**src/rtl/wide_ram_stream_reader.sv**
```systemverilog
// Playback reader for the wide-read waveform RAM port.
// Issues sequential reads and buffers the wide words behind a valid/ready stream.
module wide_ram_stream_reader #(
   parameter int DATAWIDTHB = 512,
   parameter int ADDRWIDTHB = 10,
   parameter int FIFO_DEPTH = 4
) (
   input  logic                  clk,
   input  logic                  reset,
   input  logic                  start,
   input  logic [ADDRWIDTHB-1:0] start_addr,
   input  logic [ADDRWIDTHB:0]   length,
   output logic                  busy,
   output logic                  done,
   output logic                  ram_ena,
   output logic [ADDRWIDTHB-1:0] ram_addr,
   input  logic [DATAWIDTHB-1:0] ram_dout,
   output logic [DATAWIDTHB-1:0] m_tdata,
   output logic                  m_tvalid,
   input  logic                  m_tready,
   output logic                  m_tlast
);

   typedef enum logic [1:0] {IDLE, RUN, DRAIN, DONE} state_t;

   state_t                  state;
   logic [DATAWIDTHB-1:0]   mem [4];
   logic [3:0]              tag;
   logic [1:0]              wptr;
   logic [1:0]              rptr;
   logic [2:0]              occ;
   logic                    inflight;
   logic                    inflight_last;
   logic [ADDRWIDTHB:0]     issue_cnt;
   logic [3:0]              pending;
   logic                    issue;
   logic                    last_issue;
   logic                    pop;

   // Words already buffered plus the one still coming out of the RAM.
   assign pending    = {1'b0, occ} + {3'b000, inflight};
   assign issue      = (state == RUN) && (pending <= 4'(FIFO_DEPTH - 2));
   assign last_issue = issue && (issue_cnt == (ADDRWIDTHB+1)'(1));
   assign ram_ena    = issue;
   assign m_tvalid   = (occ != 3'd0);
   assign m_tdata    = mem[rptr];
   assign m_tlast    = m_tvalid & tag[rptr];
   assign pop        = m_tvalid & m_tready;
   assign busy       = (state == RUN) || (state == DRAIN);
   assign done       = (state == DONE);

   always_ff @(posedge clk) begin
      if (reset) begin
         state         <= IDLE;
         ram_addr      <= '0;
         issue_cnt     <= '0;
         inflight      <= 1'b0;
         inflight_last <= 1'b0;
         wptr          <= 2'd0;
         rptr          <= 2'd0;
         occ           <= 3'd0;
         tag           <= 4'd0;
         for (int i = 0; i < 4; i++) mem[i] <= '0;
      end else begin
         inflight      <= issue;
         inflight_last <= last_issue;
         if (issue) begin
            ram_addr  <= ram_addr + 1'b1;
            issue_cnt <= issue_cnt - 1'b1;
         end
         // RAM output is held while enaB=0, so capture only follows an issue.
         if (inflight) begin
            mem[wptr] <= ram_dout;
            tag[wptr] <= inflight_last;
            wptr      <= wptr + 2'd1;
         end
         if (pop) rptr <= rptr + 2'd1;
         occ <= occ + {2'b00, inflight} - {2'b00, pop};
         unique case (state)
            IDLE: begin
               if (start) begin
                  ram_addr  <= start_addr;
                  issue_cnt <= length;
                  state     <= (length != '0) ? RUN : DONE;
               end
            end
            RUN:   if (last_issue) state <= DRAIN;
            DRAIN: if (pop && tag[rptr]) state <= DONE;
            DONE:  state <= IDLE;
            default: state <= IDLE;
         endcase
      end
   end

endmodule

```
**config.mk**
```make
export PLATFORM = sky130hd
export DESIGN_NAME = wide_ram_stream_reader
export DESIGN_NICKNAME = d
export VERILOG_FILES = /design/src/rtl/wide_ram_stream_reader.sv
export SDC_FILE = /design/constraint.sdc
export NUM_CORES = 2
export LEC_CHECK = 0
export ABC_CLOCK_PERIOD_IN_PS = 23900
export BUFFER_PORTS_ARGS = -buffer_cell sky130_fd_sc_hd__buf_2
export CORE_UTILIZATION = 40
export DETAILED_ROUTE_END_ITERATION = 8
export PLACE_DENSITY = 0.59
export SETUP_SLACK_MARGIN = 0.4
export SLEW_MARGIN = 40
export SYNTH_ARGS = -nofsm -noshare
export SYNTH_HDL_FRONTEND = slang
export SYNTH_SLANG_ARGS = --single-unit
```
**constraint.sdc**
```tcl
create_clock -name clk -period 23.9 [get_ports clk]
set_clock_uncertainty 0.1 [all_clocks]
set_input_delay 2.39 -clock clk [delete_from_list [all_inputs] [get_ports clk]]
set_output_delay 2.39 -clock clk [all_outputs]
set_load 0.1 [all_outputs]
```
* Word-level counts from Yosys, hierarchy flattened
Memories as Yosys holds them, arrays and structs flattened. A register that Yosys moved wholly into a read port is not among the register bits.
Index checks and enable logic that the tools add are counted.
** Cells by class
- Add/sub/neg operators :: 7
- Magnitude comparators :: 4
- Eq/ne operators :: 7
- Muxes and demuxes :: 26
- Bitwise operators :: 2
- Reduce and logical (&&, ||, !) cells :: 10
** Operator list (number)
- $mux W512 :: 1
- $reduce_or A512 Y1 :: 1
- $mux W11 :: 3
- $mux W10 :: 3
- $mux W2 :: 7
- $eq A11 B1 Y1 const B :: 1
- $reduce_bool A11 Y1 :: 1
- $sub A11 B1 Y11 const B :: 1
- $add A10 B1 Y10 const B :: 1
- $mux W1 :: 8
- $pmux W2 S4 :: 1
- $lt A2 B3 Y1 const B :: 2
- $add A2 B1 Y2 const B :: 2
- $add A3 B1 Y4 :: 1
- $bwmux W4 :: 1
- $eq A2 B2 Y1 const B :: 2
- $le A4 B2 Y1 const B :: 1
- $logic_and A1 B1 Y1 :: 4
- $ne A2 B2 Y1 const B :: 2
- $add A3 B1 Y3 :: 1
- $reduce_and A3 Y1 :: 1
- $reduce_bool A3 Y1 :: 1
- $sub A3 B1 Y3 :: 1
- $and A1 B1 Y1 :: 2
- 7 further kinds :: 7
** Storage, ports and cells
- Flip-flop bits (word level) :: 36
- Memory bits (writable) :: 2048
- Bits of input ports :: 537
- Output and inout port bits :: 527
- Logic and storage cells :: 66
- Memories :: 1
** Memory list
- mem :: depth 4, width 512, rd ports 1, clocked after Yosys merged registers in 1, write ports 4, line 27 : logic [DATAWIDTHB-1:0] mem [4];

* Depth between registers and ports, before layout
- Depth in word-level cells :: 6
- Mapped depth :: 9
- Gate-level depth less buffers :: 7

* Least setup slack after synthesis
No wires, ideal clock.
- Path kind :: input-to-reg
- From :: in reset
- To :: mem mem[2][0], enable pin
- Library setup time :: 0.668 ns
- Arrival :: 9.244 ns
- Data required time :: 23.132 ns
- Slack :: 13.888 ns
- Cell stages on the path :: 5
- Path buffers :: 2
- Cells stage by stage :: buf_6 -> nand2b_4 -> nor3_4 -> buf_2 -> or2_2
** RTL lines
- start: declaration :: line 9 : input logic reset,
- end: declaration :: line 27

==> flow_metrics.env <==
export IMPL_status="finished clean"
export IMPL_cts_max_level=4
export IMPL_path_clk_slew_ns=0.06
export IMPL_wl_per_cell_um=25.8
export IMPL_clk_latency_ns=0.87
export IMPL_hold_path_class="flop to flop"
export IMPL_setup_slack_ns=16.59
export IMPL_dr_first_iter_drc_count=3674
export IMPL_ctsResizeCount=0
export IMPL_critPathLaunchType="flop"
export IMPL_setup_violations=0
export IMPL_vias_per_cell=5.14
export IMPL_drive_above_1_share_pct=30.8
export IMPL_syn_nets=5743
export IMPL_vdd_ir_drop_max_v=0.000105
export IMPL_drt_total_wl_um=244000
export IMPL_start_util_pct=40.2
export IMPL_finalCriticalPeriod_ns=7.31
export IMPL_finalCritPeriodShare_pct=30.6
export IMPL_relSlewSlack_pct=37.3
export IMPL_antenna_found_initial=165
export IMPL_hold_viol_final=0
export IMPL_swShare_pct=41.5
export IMPL_grt_pass1_wl_um=346000
export IMPL_cts_root_buf="clkbuf_16"
export IMPL_die_area_mm2=0.226
export IMPL_timing_setup_tns_ns=0
export IMPL_grt_pass1_vias=48600
export IMPL_ys_flop_type="edfxtp_1"
export IMPL_gp_congestion=0.857
export IMPL_antenna_left=0
export IMPL_worstPathRequired_ns=21.41
export IMPL_clkPwrFrac_pct=26.6
export IMPL_dpl_hpwl_um=152000
export IMPL_slew_viol_final=0
export IMPL_synth_cells=5188
export IMPL_critPathCaptureType="output pin"
export IMPL_areaGrowthSynthToFinish_pct=17.4
export IMPL_synth_area_leaders="edfxtp_1 69%, and2_1 14%, mux4_2 13%"
export IMPL_die_h_um=475
export IMPL_synth_top_cell_area_share_pct=68.7
export IMPL_worst_pin_slew_ns=0.940
export IMPL_core_area_mm2=0.222
export IMPL_critPathKind="flop to output pin"
export IMPL_cts_sinks=2086
export IMPL_power_density_mw_per_mm2=113
export IMPL_ios=1064
export IMPL_cts_tree="done"
export IMPL_postCtsSetupRepairBufs=0
export IMPL_place_ws_ns=16.76
export IMPL_ys_warn_count=0
export IMPL_whs_ns=0.358
export IMPL_cts_buffers_inserted=218
export IMPL_port_buffers=1063
export IMPL_seq_area_frac_synth_pct=69.6
export IMPL_synth_avg_cell_area_um2=17.2
export IMPL_power_switching_mw=4.93
export IMPL_p_leak_nw=39.2
export IMPL_synth_top_area_cell="edfxtp_1"
export IMPL_grt_max_degree=164
export IMPL_path_max_fanout=62
export IMPL_grt_total_usage_pct=21.1
export IMPL_cts_hold_buf=0
export IMPL_syn_area_mm2=0.0895
export IMPL_synth_edf_count=2048
export IMPL_internal_power_mw=6.96
export IMPL_drt_pass1_iter_count=5
export IMPL_power_frac_seq_pct=36.9
export IMPL_die_x_um=475
export IMPL_synth_seq_cells=2086
export IMPL_combPwrFrac_pct=36.5
export IMPL_grt_setup_unrepaired="no"
export IMPL_cts_buffer_depth=3
export IMPL_arrival_ns=4.82
export IMPL_maxCapViolations=0
export IMPL_vias=48500
export IMPL_fmaxAchievable_mhz=137
export IMPL_grt_overflow=0
export IMPL_async_flop_share_pct=0
export IMPL_synth_distinct_cells=50
export IMPL_finish_net_count=6767
export IMPL_route_detailed_drc=0
export IMPL_rows=173
-- layer usage --
layer | up-vias | wire length, um | GRT usage (%)
li1 | 21400 | - | -
met1 | 24800 | 93900 | 26.0
met2 | 1612 | 119000 | 34.1
met3 | 564 | 19500 | 6.51
met4 | 102 | 10600 | 9.82
met5 | - | 632 | 0
-- logic make-up (layout without fill, tap and decap cells) --
logic type,after synthesis,after routing,synth area share [%]
AND/OR/NAND/NOR,2148,2148,14.9
flip-flops,2086,2086,69.6
multiplexers,515,515,12.9
buffers and inverters,362,1560,1.72
AO/OA/AOI/OAI,35,35,0.320
XOR/XNOR,24,24,0.235
adder cells (fa/ha/maj),18,18,0.260
other,0,78,0
-- layout by cell type (no fill, tap or decap), types with 7 or more instances in the layout --
| cell | Yosys | routed |
|---|---|---|
| a211oi_1 | 16 | 16 |
| a21oi_1 | 7 | 7 |
| and2_1 | 2052 | 2052 |
| buf_12 | 0 | 21 |
| buf_16 | 0 | 8 |
| buf_2 | 74 | 1063 |
| buf_4 | 0 | 29 |
| buf_6 | 2 | 34 |
| clkbuf_1 | 195 | 69 |
| clkbuf_16 | 0 | 219 |
| clkinv_1 | 0 | 52 |
| clkinv_2 | 0 | 32 |
| dfxtp_1 | 38 | 36 |
| diode_2 | 0 | 78 |
| edfxtp_1 | 2048 | 2048 |
| ha_1 | 17 | 17 |
| inv_1 | 10 | 10 |
| mux4_2 | 513 | 513 |
| nand2_1 | 18 | 18 |
| nand3_1 | 8 | 8 |
| nor2_1 | 30 | 30 |
| xnor2_1 | 11 | 11 |
| xor2_1 | 13 | 13 |
-- critical path, cell delays in order, from the launching register on --
cell     delay [ns]
dfxtp_4        0.71
buf_4          0.75
buf_4          0.71
buf_6          0.67
mux4_2         0.44
buf_2          0.50
-- through the flow --
step / cell area [um^2] / instances / power [mW] / util (%)
2_1_floorplan: 89500 / 5188 / 8.02 / -
6_report: 105000 / 9439 / 11.9 / 47.2
3_3_place_gp: 97800 / 8952 / 8.81 / 44.0
4_1_cts: 105000 / 9354 / 12.0 / 47.1
5_1_grt: 105000 / 9403 / 12.3 / 47.2
3_5_place_dp: 98100 / 8960 / 8.84 / 44.1
-- registers in the layout, indices dropped and copies added, names as in the netlist, named ones only --
| name | count |
|---|---|
| mem | 2048 |
| issue_cnt | 11 |
| ram_addr | 10 |
| tag | 4 |
| occ | 3 |
| rptr | 2 |
| state | 2 |
| wptr | 2 |
| inflight | 1 |
| inflight_last | 1 |
-- synthesized netlist by cell type (all sizes together) (2+ instances only) --
| library cell | number |
|---|---|
| and2 | 2052 |
| a31o | 2 |
| or3 | 2 |
| buf | 109 |
| a21oi | 8 |
| mux2i | 2 |
| nand2 | 18 |
| xor2 | 13 |
| nor2b | 3 |
| clkbuf | 242 |
| a211oi | 20 |
| nor4 | 5 |
| inv | 11 |
| nand4 | 6 |
| nor3 | 8 |
| or2 | 4 |
| xnor2 | 11 |
| nand3 | 8 |
| dfxtp | 38 |
| mux4 | 513 |
| edfxtp | 2048 |
| and3 | 4 |
| nor2 | 31 |
| ha | 17 |
-- power by group through the flow --
stage | Clock, mW | Sequential [mW] | Combinational, mW
floorplan | 0 | 4.50 | 3.52
global placement | 0 | 4.48 | 4.33
detailed placement | 0 | 4.47 | 4.37
CTS | 3.24 | 4.39 | 4.38
global route | 3.37 | 4.41 | 4.49
finish | 3.17 | 4.39 | 4.34
-- path summary, 6_finish.rpt --
kind                       end  slack, ns  depth (start not counted)     start
setup / recovery  m_tdata[220]      16.59                          5      flop
hold reg to reg         tag[3]       0.36                          2    tag[3]
setup reg to reg   mem[3][152]      19.33                          5  inflight
hold / removal          tag[3]       0.36                          2    tag[3]
-- layout make-up --
cell class	instances	area (um^2)
antenna	78	195
timing repair buffer	1155	6560
tap	2975	3720
multi-input combinational	2740	25700
clock inverter	104	778
inverter	11	41.3
fill	19100	117000
clock buffer	290	5770
sequential	2086	62300
No activity file was read; power rests on OpenSTA's default activity.
